$ cat src/rtl/sifh_peak_finder_pkg.sv
// Shared constants and state type for the SiFH per-pixel histogram peak finder.
package sifh_peak_finder_pkg;

   localparam int unsigned BIN_NUM   = 256;
   localparam int unsigned BIN_W     = 8;
   localparam int unsigned PIXEL_NUM = 4;
   localparam int unsigned PIX_W     = 2;
   localparam int unsigned ADDR_W    = PIX_W + BIN_W;
   localparam int unsigned CNT_W     = 8;
   localparam int unsigned WIN       = 8;

   typedef enum logic [1:0] {
      IDLE  = 2'd0,
      READ  = 2'd1,
      DRAIN = 2'd2,
      EMIT  = 2'd3
   } peakState_t;

endpackage

$ cat src/rtl/sifh_peak_finder_if.sv
// Histogram SRAM port-b read bus plus the per-pixel peak result bus.
interface sifh_peak_finder_if;
   import sifh_peak_finder_pkg::*;

   logic              start;
   logic [ADDR_W-1:0] raddr;
   logic              rEnable;
   logic              readFlag;
   logic [CNT_W-1:0]  counts;
   logic              busy;
   logic              peak_valid;
   logic [PIX_W-1:0]  peak_pixel;
   logic [BIN_W-1:0]  peak_bin;
   logic [CNT_W-1:0]  peak_cnt;
   logic [BIN_W-1:0]  th_lo;
   logic [BIN_W-1:0]  th_hi;
   logic              done;

   modport master (
      input  start, counts,
      output raddr, rEnable, readFlag, busy, peak_valid, peak_pixel,
             peak_bin, peak_cnt, th_lo, th_hi, done
   );

   modport slave (
      output start, counts,
      input  raddr, rEnable, readFlag, busy, peak_valid, peak_pixel,
             peak_bin, peak_cnt, th_lo, th_hi, done
   );

endinterface

$ cat src/rtl/sifh_max_tracker.sv
// Running max over one pixel's bins, plus the clamped coincidence window around it.
module sifh_max_tracker
   import sifh_peak_finder_pkg::*;
(
   input  logic             clk,
   input  logic             res,
   input  logic             dataValid,
   input  logic [BIN_W-1:0] dataBin,
   input  logic [CNT_W-1:0] dataCnt,
   output logic [BIN_W-1:0] nextBin_c,
   output logic [CNT_W-1:0] nextCnt_c,
   output logic [BIN_W-1:0] thLo_c,
   output logic [BIN_W-1:0] thHi_c
);

   logic [BIN_W-1:0] bestBin;
   logic [CNT_W-1:0] bestCnt;
   logic             take;
   logic [BIN_W:0]   wideLo;
   logic [BIN_W:0]   wideHi;

   // Bin 0 always loads; later bins need a strictly larger count so ties keep the lowest bin.
   always_comb begin
      take      = dataValid && ((dataBin == '0) || (dataCnt > bestCnt));
      nextBin_c = take ? dataBin : bestBin;
      nextCnt_c = take ? dataCnt : bestCnt;

      wideLo = {1'b0, nextBin_c} - (BIN_W+1)'(WIN);
      wideHi = {1'b0, nextBin_c} + (BIN_W+1)'(WIN);
      thLo_c = wideLo[BIN_W] ? '0 : wideLo[BIN_W-1:0];
      thHi_c = (wideHi > (BIN_W+1)'(BIN_NUM-1)) ? BIN_W'(BIN_NUM-1) : wideHi[BIN_W-1:0];
   end

   always_ff @(posedge clk or posedge res) begin
      if (res) begin
         bestBin <= '0;
         bestCnt <= '0;
      end else begin
         bestBin <= nextBin_c;
         bestCnt <= nextCnt_c;
      end
   end

endmodule

$ cat src/rtl/sifh_peak_finder.sv
// Scans every pixel histogram on SRAM port b and emits one peak/window result per pixel.
module sifh_peak_finder
   import sifh_peak_finder_pkg::*;
(
   input  logic               clk,
   input  logic               res,
   sifh_peak_finder_if.master bus
);

   peakState_t       state;
   logic             dataValid;
   logic [BIN_W-1:0] dataBin;
   logic [PIX_W-1:0] curPixel;
   logic [BIN_W-1:0] curBin;
   logic             lastPixel;
   logic             lastBin;
   logic [BIN_W-1:0] nextBin_c;
   logic [CNT_W-1:0] nextCnt_c;
   logic [BIN_W-1:0] thLo_c;
   logic [BIN_W-1:0] thHi_c;

   assign curPixel  = bus.raddr[ADDR_W-1 -: PIX_W];
   assign curBin    = bus.raddr[BIN_W-1:0];
   assign lastPixel = (curPixel == PIX_W'(PIXEL_NUM-1));
   assign lastBin   = (curBin == BIN_W'(BIN_NUM-1));

   sifh_max_tracker u_tracker (
      .clk       (clk),
      .res       (res),
      .dataValid (dataValid),
      .dataBin   (dataBin),
      .dataCnt   (bus.counts),
      .nextBin_c (nextBin_c),
      .nextCnt_c (nextCnt_c),
      .thLo_c    (thLo_c),
      .thHi_c    (thHi_c)
   );

   // Results latch on the DRAIN edge, when the tracker sees the final bin's data.
   always_ff @(posedge clk or posedge res) begin
      if (res) begin
         state          <= IDLE;
         bus.raddr      <= '0;
         bus.rEnable    <= 1'b1;
         bus.readFlag   <= 1'b0;
         bus.busy       <= 1'b0;
         bus.peak_valid <= 1'b0;
         bus.done       <= 1'b0;
         bus.peak_pixel <= '0;
         bus.peak_bin   <= '0;
         bus.peak_cnt   <= '0;
         bus.th_lo      <= '0;
         bus.th_hi      <= '0;
         dataValid      <= 1'b0;
         dataBin        <= '0;
      end else begin
         bus.peak_valid <= 1'b0;
         bus.done       <= 1'b0;
         dataValid      <= 1'b0;
         case (state)
            IDLE: begin
               if (bus.start) begin
                  state        <= READ;
                  bus.raddr    <= '0;
                  bus.rEnable  <= 1'b0;
                  bus.readFlag <= 1'b1;
                  bus.busy     <= 1'b1;
               end
            end
            READ: begin
               dataValid <= 1'b1;
               dataBin   <= curBin;
               if (lastBin) begin
                  state        <= DRAIN;
                  bus.rEnable  <= 1'b1;
                  bus.readFlag <= 1'b0;
               end else begin
                  bus.raddr <= ADDR_W'(bus.raddr + 1'b1);
               end
            end
            DRAIN: begin
               state          <= EMIT;
               bus.peak_valid <= 1'b1;
               bus.done       <= lastPixel;
               bus.peak_pixel <= curPixel;
               bus.peak_bin   <= nextBin_c;
               bus.peak_cnt   <= nextCnt_c;
               bus.th_lo      <= thLo_c;
               bus.th_hi      <= thHi_c;
            end
            EMIT: begin
               if (lastPixel) begin
                  state    <= IDLE;
                  bus.busy <= 1'b0;
               end else begin
                  state        <= READ;
                  bus.raddr    <= {PIX_W'(curPixel + 1'b1), BIN_W'(0)};
                  bus.rEnable  <= 1'b0;
                  bus.readFlag <= 1'b1;
               end
            end
            default: state <= IDLE;
         endcase
      end
   end

endmodule

$ cat src/flat_wrapper.sv
// flat-port wrapper written by rule: the top's interface ports become plain ports
module sifh_peak_finder_flat import sifh_peak_finder_pkg::*;
  (clk, res, bus_start, bus_counts, bus_raddr, bus_rEnable, bus_readFlag, bus_busy, bus_peak_valid, bus_peak_pixel, bus_peak_bin, bus_peak_cnt, bus_th_lo, bus_th_hi, bus_done);
  sifh_peak_finder_if bus_i ();
  input  logic clk;
  input  logic res;
  input wire logic [$bits(bus_i.start)-1:0] bus_start;
  input wire logic [$bits(bus_i.counts)-1:0] bus_counts;
  output wire logic [$bits(bus_i.raddr)-1:0] bus_raddr;
  output wire logic [$bits(bus_i.rEnable)-1:0] bus_rEnable;
  output wire logic [$bits(bus_i.readFlag)-1:0] bus_readFlag;
  output wire logic [$bits(bus_i.busy)-1:0] bus_busy;
  output wire logic [$bits(bus_i.peak_valid)-1:0] bus_peak_valid;
  output wire logic [$bits(bus_i.peak_pixel)-1:0] bus_peak_pixel;
  output wire logic [$bits(bus_i.peak_bin)-1:0] bus_peak_bin;
  output wire logic [$bits(bus_i.peak_cnt)-1:0] bus_peak_cnt;
  output wire logic [$bits(bus_i.th_lo)-1:0] bus_th_lo;
  output wire logic [$bits(bus_i.th_hi)-1:0] bus_th_hi;
  output wire logic [$bits(bus_i.done)-1:0] bus_done;
  assign bus_i.start = bus_start;
  assign bus_i.counts = bus_counts;
  assign bus_raddr = bus_i.raddr;
  assign bus_rEnable = bus_i.rEnable;
  assign bus_readFlag = bus_i.readFlag;
  assign bus_busy = bus_i.busy;
  assign bus_peak_valid = bus_i.peak_valid;
  assign bus_peak_pixel = bus_i.peak_pixel;
  assign bus_peak_bin = bus_i.peak_bin;
  assign bus_peak_cnt = bus_i.peak_cnt;
  assign bus_th_lo = bus_i.th_lo;
  assign bus_th_hi = bus_i.th_hi;
  assign bus_done = bus_i.done;
  sifh_peak_finder u_core (.clk(clk), .res(res), .bus(bus_i));
endmodule
$ cat config.mk
export PLATFORM = sky130hd
export DESIGN_NAME = sifh_peak_finder_flat
export DESIGN_NICKNAME = d
export VERILOG_FILES = /design/src/rtl/sifh_peak_finder_pkg.sv /design/src/rtl/sifh_peak_finder_if.sv /design/src/rtl/sifh_max_tracker.sv /design/src/rtl/sifh_peak_finder.sv /design/src/flat_wrapper.sv
export SDC_FILE = /design/constraint.sdc
export NUM_CORES = 1
export LEC_CHECK = 0
export ABC_AREA = 1
export BUFFER_PORTS_ARGS = -buffer_cell sky130_fd_sc_hd__buf_2
export CELL_PAD_IN_SITES_DETAIL_PLACEMENT = 1
export CELL_PAD_IN_SITES_GLOBAL_PLACEMENT = 1
export CORE_MARGIN = 1.5
export CORE_UTILIZATION = 40
export DETAILED_ROUTE_END_ITERATION = 10
export PLACE_DENSITY_LB_ADDON = 0.1
export SYNTH_ARGS = -nofsm -noshare
export SYNTH_HDL_FRONTEND = slang
export SYNTH_SLANG_ARGS = --single-unit
$ cat constraint.sdc
create_clock -name clk -period 3.4 [get_ports clk]
set_input_delay 0.68 -clock clk [delete_from_list [all_inputs] [get_ports clk]]
set_output_delay 0.68 -clock clk [all_outputs]
set_load 0.02 [all_outputs]
Word level (Yosys, flattened, before mapping)
Cells that the tools add are included.

storage, ports and cells
  flip-flop bits (word level) = 76
  bits of input ports = 11
  output and inout bits = 49
  logic and storage cells = 67

cells by class
  add/sub/neg operators = 4
  order comparisons = 2
  equal/unequal tests = 10
  multiplexer cells = 25
  reductions and logical operators = 10

operators with widths
  kind                                                   number
  two-way mux 8 bit                                      4
  two-way mux 10 bit                                     3
  case mux 10 bit (3 select lines)                       1
  two-way mux 1 bit                                      11
  adder 10 x 1 -> 10 bit, second input constant          1
  adder 8 x 4 -> 9 bit, second input constant            1
  > comparator 9 x 8 -> 1 bit, second input constant     1
  subtractor 8 x 4 -> 9 bit, second input constant       1
  == test 8 bit, second input constant                   1
  > comparator 8 bit                                     1
  logical NOT 8 bit                                      1
  case mux 2 bit (4 select lines)                        1
  AND reduction 4 bit                                    2
  == test 2 bit, second input constant                   3
  inequality test 2 bit, second input constant           3
  case mux 1 bit (3 select lines)                        2
  two-way mux 2 bit                                      2
  inequality test 2 x 1 -> 1 bit, second input constant  2
  AND reduction 3 bit                                    1
  nonzero test 3 bit                                     1
  adder 2 x 1 -> 2 bit, second input constant            1
  == test 2 x 1 -> 1 bit, second input constant          1
  logical NOT 2 bit                                      1
  case mux 1 bit (2 select lines)                        1
  4 further kinds                                        4

Logic depth before layout (Yosys ltp)
Gate-level depths: netlist of the first run.

  word-level depth = 7
  depth in mapped cells = 24
  depth with buffers taken out = 24

Modules after synthesis
From an unflattened synthesis of the first run, not the netlist that was laid out.

second synthesis, totals
  cell total of the unflattened synthesis = 468
  area, all modules = 3,868.7 µm²

by module, submodules not included
  module            instances  cells each  area each (µm²)
  sifh_peak_finder  1          298         2,593.7
  sifh_max_tracker  1          170         1,275.0

Worst setup path before layout of the first run
No wires, ideal clock.

  path kind = in2reg
  start = in bus_counts[7]
  end = reg u_core.bus.th_hi[3] (netlist bit)
  library setup time = 0.063 ns
  arrival = 2.643 ns
  path slack = 0.695 ns
  cell stages on the path = 19
  path buffers = 0
  cell sequence = ha_1 a21o_1 nor2_1 nand2_1 nand2_2 nand2_4 nand2_8 nand2_2 nand2_2 inv_2 ha_1 inv_1 nand3_1 nand4_1 nor2_2 nand3_4 nand3_1 nand2_1 inv_1

between the ends
  cells in the longest elaborated chain, start to end = 7

RTL lines
  item                         RTL line                   source
  from (decl)                  flat_wrapper.sv:8          input wire logic [$bits(bus_i.counts)-1:0] bus_counts;
  > comparator 8 bit *         sifh_max_tracker.sv:24     take = dataValid && ((dataBin == '0) || (dataCnt > bestCnt));
  logical OR 1 bit *           sifh_max_tracker.sv:24
  logical AND 1 bit *          sifh_max_tracker.sv:24
  two-way mux 8 bit *          sifh_max_tracker.sv:25     nextBin_c = take ? dataBin : bestBin;
  net u_core.nextBin_c[3]      sifh_peak_finder.sv:17     logic [BIN_W-1:0] nextBin_c;
  adder 8 x 4 -> 9 bit *       sifh_max_tracker.sv:29     wideHi = {1'b0, nextBin_c} + (BIN_W+1)'(WIN);
  > comparator 9 x 8 -> 1 bit  sifh_max_tracker.sv:31     thHi_c = (wideHi > (BIN_W+1)'(BIN_NUM-1)) ? BIN_W'(BIN_NUM-1) : wideHi[BIN_W-1:0];
  two-way mux 8 bit *          sifh_max_tracker.sv:31
  to (signal assigned)         sifh_peak_finder.sv:89     bus.th_hi <= thHi_c;
  to (decl)                    sifh_peak_finder_if.sv:22  peak_bin, peak_cnt, th_lo, th_hi, done

The timed path passes the listed nets; every way through them passes the cells marked *.
A chain may end at the register's enable or synchronous reset.

Final worst setup path of the first run
  start = in bus_counts[7]
  end = reg u_core.bus.th_hi[4] (netlist bit)

Same word-level chain as after synthesis.

==> results of run 1 <==
[kinds of logic after synthesis]
group	after synthesis	synth area share
AO/OA/AOI/OAI	59	0.0900
XOR/XNOR	2	0.00476
adder cells (fa/ha/maj)	18	0.0611
buffers and inverters	66	0.0727
flip-flops	76	0.517
AND/OR/NAND/NOR	195	0.255
[worst min-delay path, delay by kind of cell (launching register included)]
family / cells / cell delay, ns
flip-flops: 1 / 0.37
AND/OR/NAND/NOR: 2 / 0.10
[sequential cells by signal (all words and copies together), names as in the netlist, 8 cells and up]
register,cells
u_core.u_tracker.bestCnt,8
u_core.bus.raddr,10
u_core.u_tracker.bestBin,8
u_core.bus.peak_bin,8
u_core.dataBin,8
u_core.bus.peak_cnt,8
u_core.bus.th_hi,8
u_core.bus.th_lo,8
[layer usage]
metal | part of all wire | GRT usage | vias up
met1 | 0.47 | 0.242 | 1380
met4 | 0.016 | 0.0725 | 0
li1 | - | - | 1449
met5 | 0 | 0 | -
met2 | 0.49 | 0.316 | 37
met3 | 0.025 | 0.0277 | 11
[cell usage after synthesis (2+ instances only)]
cell type / count / share of area
or2_2: 5 / 0.0085
xor2_1: 2 / 0.0048
nor3_1: 3 / 0.0041
nand2_4: 5 / 0.015
nand3_1: 23 / 0.031
a22oi_1: 2 / 0.0041
nor2_2: 3 / 0.0051
nand2_2: 16 / 0.027
o21ai_0: 23 / 0.031
dfrtp_1: 75 / 0.51
nor2_1: 28 / 0.029
inv_1: 49 / 0.050
a21oi_1: 19 / 0.026
ha_1: 18 / 0.061
nand2_1: 100 / 0.10
nand3_2: 4 / 0.011
inv_2: 4 / 0.0041
clkbuf_1: 8 / 0.0082
o21a_1: 2 / 0.0041
nand4_1: 5 / 0.0085
o21ai_1: 6 / 0.0082
buf_2: 2 / 0.0027
[layout make-up]
| type | instances | area share |
|---|---|---|
| clock buffers | 11 | 0.0331 |
| clock inverters | 4 | 0.0117 |
| inverters | 54 | 0.0480 |
| multi-input cells | 274 | 0.354 |
| flip-flops and latches | 76 | 0.445 |
| well taps | 108 | 0.0316 |
| repair buffers | 63 | 0.0761 |
[worst paths after layout]
| path | start | endpoint | slack (ns) | depth (start not counted) |
|---|---|---|---|---|
| min in group asynchronous | res | u_core.bus.raddr[3] | 0.55 | 2 |
| max in group asynchronous | res | u_core.bus.th_lo[0] | 2.04 | 3 |
| worst max register to register | u_core.u_tracker.bestCnt[7] | u_core.bus.th_hi[4] | 0.67 | 20 |
| worst max-delay path | bus_counts[7] | u_core.bus.th_hi[4] | 0.59 | 20 |
| worst min register to register | u_core.bus.rEnable | u_core.bus.rEnable | 0.47 | 2 |
| worst min-delay path | u_core.bus.rEnable | u_core.bus.rEnable | 0.47 | 2 |
[through the flow]
stage           util  cell area, um2  total power, W  cells
2_1_floorplan      -            3680         0.00259    416
3_3_place_gp   0.463            4080         0.00299    575
3_5_place_dp   0.463            4080         0.00305    575
4_1_cts        0.485            4270         0.00375    590
5_1_grt        0.485            4270         0.00401    590
6_report       0.485            4270         0.00368    590
[where the power goes]
group	internal (W)	total [W]	switching, W
clock	0.000354	0.000680	0.000326
combinational	0.000529	0.00166	0.00113
sequential	0.00118	0.00134	0.000160
==> impl_metrics.ini, run 1 <==
[outcome]
run_status = finished, violations left
violations = design-rule violations

[finish]
nNetsFinal = 507
final_common_cell = nand2_1
seq_area_um2 = 1900
layout_common_cells = nand2_1 (100), dfrtp_1 (75), buf_2 (59)
drive_gt1_frac = 0.251
fillers = 1067
areaGrowthSynthToFinish_pct = 16.0
antenna_cells = 0
multi_input_area_um2 = 1510

[grt]
grt_pass1_vias = 3039
overflow = 0
grtUsageTotal = 0.187
grt_max_degree = 46
antenna_found_initial = 0
grt_pass1_wl_um = 14600

[critical_path]
crit_slowest_cell = ha_1
crit_path_max_fanout = 26
critical_path_buf_inv_count = 4
cp_cell_sequence = buf_2, ha_1, a21o_1, nor2_1, nand2_1, nand2_2, nand2_4, nand2_8, nand2_2, nand2_2, inv_2, ha_1, inv_1, nand3_1, nand4_1, nor2_2, nand3_4, nand3_1, nand2_1, inv_1
startpoint_type = input pin
crit_required_ns = 3.69
critPathMostFrequentCell = nand2_2
worstPathArrival_ns = 3.10
critPathKind = in2reg
crit_path_max_incr_delay_ns = 0.30
critPathCaptureType = flop
cpLargestDelayFamily = simple AND/OR/NAND/NOR gates

[sta]
worst_slack_ns = 0.587
finalHoldViolations = 0
whs_ns = 0.472
clock_skew_ns = 0.00941
drv_slew = 0
rsz0062_at_grt = no
tns_ns = 0
tightest_slew_ns = 0.956
fmax_mhz = 356
setup-violations-final = 0
relSlewSlack = 0.361
fin_crit_sh = 0.827
period_minus_slack_ns = 2.81

[synth]
ys_types = 36
yosysWarnings = 0
synth.avg_cell_area_um2 = 8.85
synthesis.area_um2 = 3680
ys_ff_latch = 76
ys_seq_area_frac = 0.517
syn-num-nets = 445
synth_top_flop_cell = dfrtp_1
postSynthCellCount = 416
async_flop_share = 1.00
synth_edf_count = 0

[clocking]
cts-root-buf = clkbuf_8
clk_latency_ns = 0.34
clk_path_buf_depth = 2
cts_hold_buf = 0
cts_setup_buffers = 0
cts_buffers = 9
h-tree-depth = 3
clkTransAtPathRegs_ns = 0.08
cts_tree = yes
cts.repair.resized = 0
clock_sink_count = 76

[route]
routed_wl_um = 8230
wl_per_cell_um = 13.9
routed_via_density = 4.88
drt_first_pass_iters = 7
drt_iter0_markers = 89
drtAntennaViolNets = 0
drc_errors = 3
vias = 2877

[power_and_ir_drop]
p_leak_nw = 2.27
ir_drop_mv = 0.465
power_density_nw_per_um2 = 861

[place]
dp_hpwl_um = 6000
portBuffers = 59
post-place-ws_ns = 0.202
routabilityCongestion = 0.773

[floorplan]
fp-row-count = 34
core_area_um2 = 8810
io_pins = 60
initial_core_util = 0.418
fp.dieW_um = 99.0
die_area_um2 = 9790
die_h_um = 99.0

[min_path]
hp-class = reg2reg

[flow_run]
drv_cap = 0
(Power assumes the default switching activity.)
==> run 2, diff against run 1 <==
==> constraint.sdc (replaced) <==
create_clock -name clk -period 2.6 [get_ports clk]
set_input_delay 0.52 -clock clk [delete_from_list [all_inputs] [get_ports clk]]
set_output_delay 0.52 -clock clk [all_outputs]
set_load 0.02 [all_outputs]
==> run 2 against run 1 <==
  * The run still ends with design-rule violations left
  * Clock skew fell by 0.00092 ns
  * Final cell count up 5.9%
  * Non-clock buffer count up 34
  * Largest cell class unchanged
  * Hold slack worse by 0.23 ns
  * Global-route usage increased by 1.1 points
  * Via count rose by 6.0%
  * Largest power group unchanged
  * Combinational power is 52% higher
  * Core utilization increased by 4.4 points
  * Clock-buffer cell count stayed put
  * Worst setup slack lost 0.45 ns
  * Critical path depth grew 3
  * Register-to-register slack got worse by 0.53 ns
==> impl_metrics.ini, run 2 (synthesis results as in run 1) <==
[min_path]
hp-class = in2async

[clocking]
clock_sink_count = 76
clk_path_buf_depth = 2
h-tree-depth = 3
cts_tree = yes
clk_latency_ns = 0.36
cts_hold_buf = 0
cts_buffers = 9
clkTransAtPathRegs_ns = 0.08
cts-root-buf = clkbuf_8

[place]
dp_hpwl_um = 6440
portBuffers = 59
place_inst = 601
routabilityCongestion = 0.804

[route]
drtAntennaViolNets = 0
vias = 3051
routed_wl_um = 9250
routed_via_density = 4.88
wl_per_cell_um = 14.8
drt_first_pass_iters = 7
drc_errors = 3
drt_iter0_markers = 93

[sta]
setup-violations-final = 0
relSlewSlack = 0.677
finalHoldViolations = 0
drv_slew = 0
tns_ns = 0
clock_skew_ns = 0.00850
rsz0062_at_grt = yes
fin_crit_sh = 0.948
fmax_mhz = 406
tightest_slew_ns = 0.485
period_minus_slack_ns = 2.46

[finish]
final_common_cell = nand2_1
largest_reg_flops = 10
areaGrowthSynthToFinish_pct = 26.5
seq_area_um2 = 1900
nNetsFinal = 541
drive_gt1_frac = 0.346
antenna_cells = 0
multi_input_area_um2 = 1650
fillers = 1067
regMostFlops = u_core.bus.raddr
utilization = 0.529
final_cells = 625
layout_common_cells = nand2_1 (96), dfrtp_1 (75), buf_2 (59)

[grt]
grt_pass1_vias = 3227
grt_pass1_wl_um = 15200
grt_max_degree = 77
antenna_found_initial = 0
overflow = 0
grtUsageTotal = 0.197

[floorplan]
die_h_um = 99.0
fp-row-count = 34
die_area_um2 = 9790
initial_core_util = 0.418
core_area_um2 = 8810
io_pins = 60
fp.dieW_um = 99.0

[power_and_ir_drop]
p_clk_frac = 0.160
seq_power_share = 0.347
power_density_nw_per_um2 = 1090
totalPowerFinal_w = 0.00510
ir_drop_mv = 0.432
swShare = 0.449
p_leak_nw = 2.44
net-switching-power_w = 0.00229
p_int_w = 0.00281
pwr-share-comb = 0.494

[critical_path]
crit_required_ns = 2.90
critPathKind = reg2reg
critPathCaptureType = flop
crit_path_max_fanout = 6
startpoint_type = flop
worstPathArrival_ns = 2.77

[outcome]
violations = design-rule violations
run_status = finished, violations left

[flow_run]
drv_cap = 0
run 2: per-stage QoR:
stage | hold WS (ns) | setup WS (ns) | cell area, um2
2_1_floorplan | 0.460 | 0.0548 | 3680
3_3_place_gp | 0.456 | -0.0599 | 4290
3_5_place_dp | 0.460 | -0.153 | 4290
4_1_cts | 0.258 | 0.105 | 4460
5_1_grt | 0.277 | -0.0789 | 4660
6_report | 0.245 | 0.135 | 4660
run 2: what timing repair did:
action,in CTS,in global routing
resized for setup,0,30
hold endpoints to repair,0,0
endpoints found under the setup margin,0,6
setup buffers,0,8
run 2: worst max-delay path, stage by stage, from the launching register on:
cell and delay [ns]:
dfrtp_1 0.38, inv_2 0.07, ha_4 0.20, nand2_1 0.07, nand2_1 0.06, nand2_1 0.06, nand2_1 0.06, nand2_1 0.05
nand2_1 0.06, nand2_2 0.09, nand2_4 0.10, nand2_8 0.10, nand2_4 0.07, nand2_4 0.09, inv_4 0.04, ha_4 0.26
inv_2 0.04, nand3_2 0.06, nand4_1 0.09, nor2_2 0.16, nand3_4 0.11, nand3_2 0.09, nand2_1 0.05, inv_1 0.05
run 2: cell type report:
| cell class | count | share of cell area |
|---|---|---|
| flip-flops and latches | 76 | 0.408 |
| multi-input cells | 274 | 0.354 |
| repair buffers | 97 | 0.128 |
| inverters | 54 | 0.0446 |
| clock buffers | 11 | 0.0303 |
| well taps | 108 | 0.0290 |
| clock inverters | 5 | 0.00591 |
run 2: routing by layer:
metal | part of all wire | vias up | track usage
met5 | 0 | - | 0
met4 | 0.016 | 0 | 0.0769
met3 | 0.025 | 13 | 0.0376
met2 | 0.51 | 38 | 0.345
met1 | 0.45 | 1485 | 0.241
li1 | - | 1515 | -
run 2: path summary, 6_finish.rpt:
kind | from | end | slack [ns] | cells after the start
max | u_core.u_tracker.bestCnt[1] | u_core.bus.th_hi[2] | 0.14 | 23
max reg2reg | u_core.u_tracker.bestCnt[1] | u_core.bus.th_hi[2] | 0.14 | 23
min in group clk | bus_start | u_core.bus.busy | 0.46 | 3
min reg2reg | u_core.bus.peak_cnt[5] | u_core.bus.peak_cnt[5] | 0.48 | 2
max in group asynchronous | res | u_core.bus.rEnable | 2.03 | 3
min | res | u_core.bus.raddr[3] | 0.25 | 3
run 2: power by group through the flow:
stage	sequential [W]	clock, W	combinational, W
6_report	0.00177	0.000814	0.00252
5_1_grt	0.00182	0.000888	0.00283
4_1_cts	0.00176	0.000840	0.00239
3_5_place_dp	0.00178	0	0.00239
3_3_place_gp	0.00176	0	0.00230
2_1_floorplan	0.00201	0	0.00137
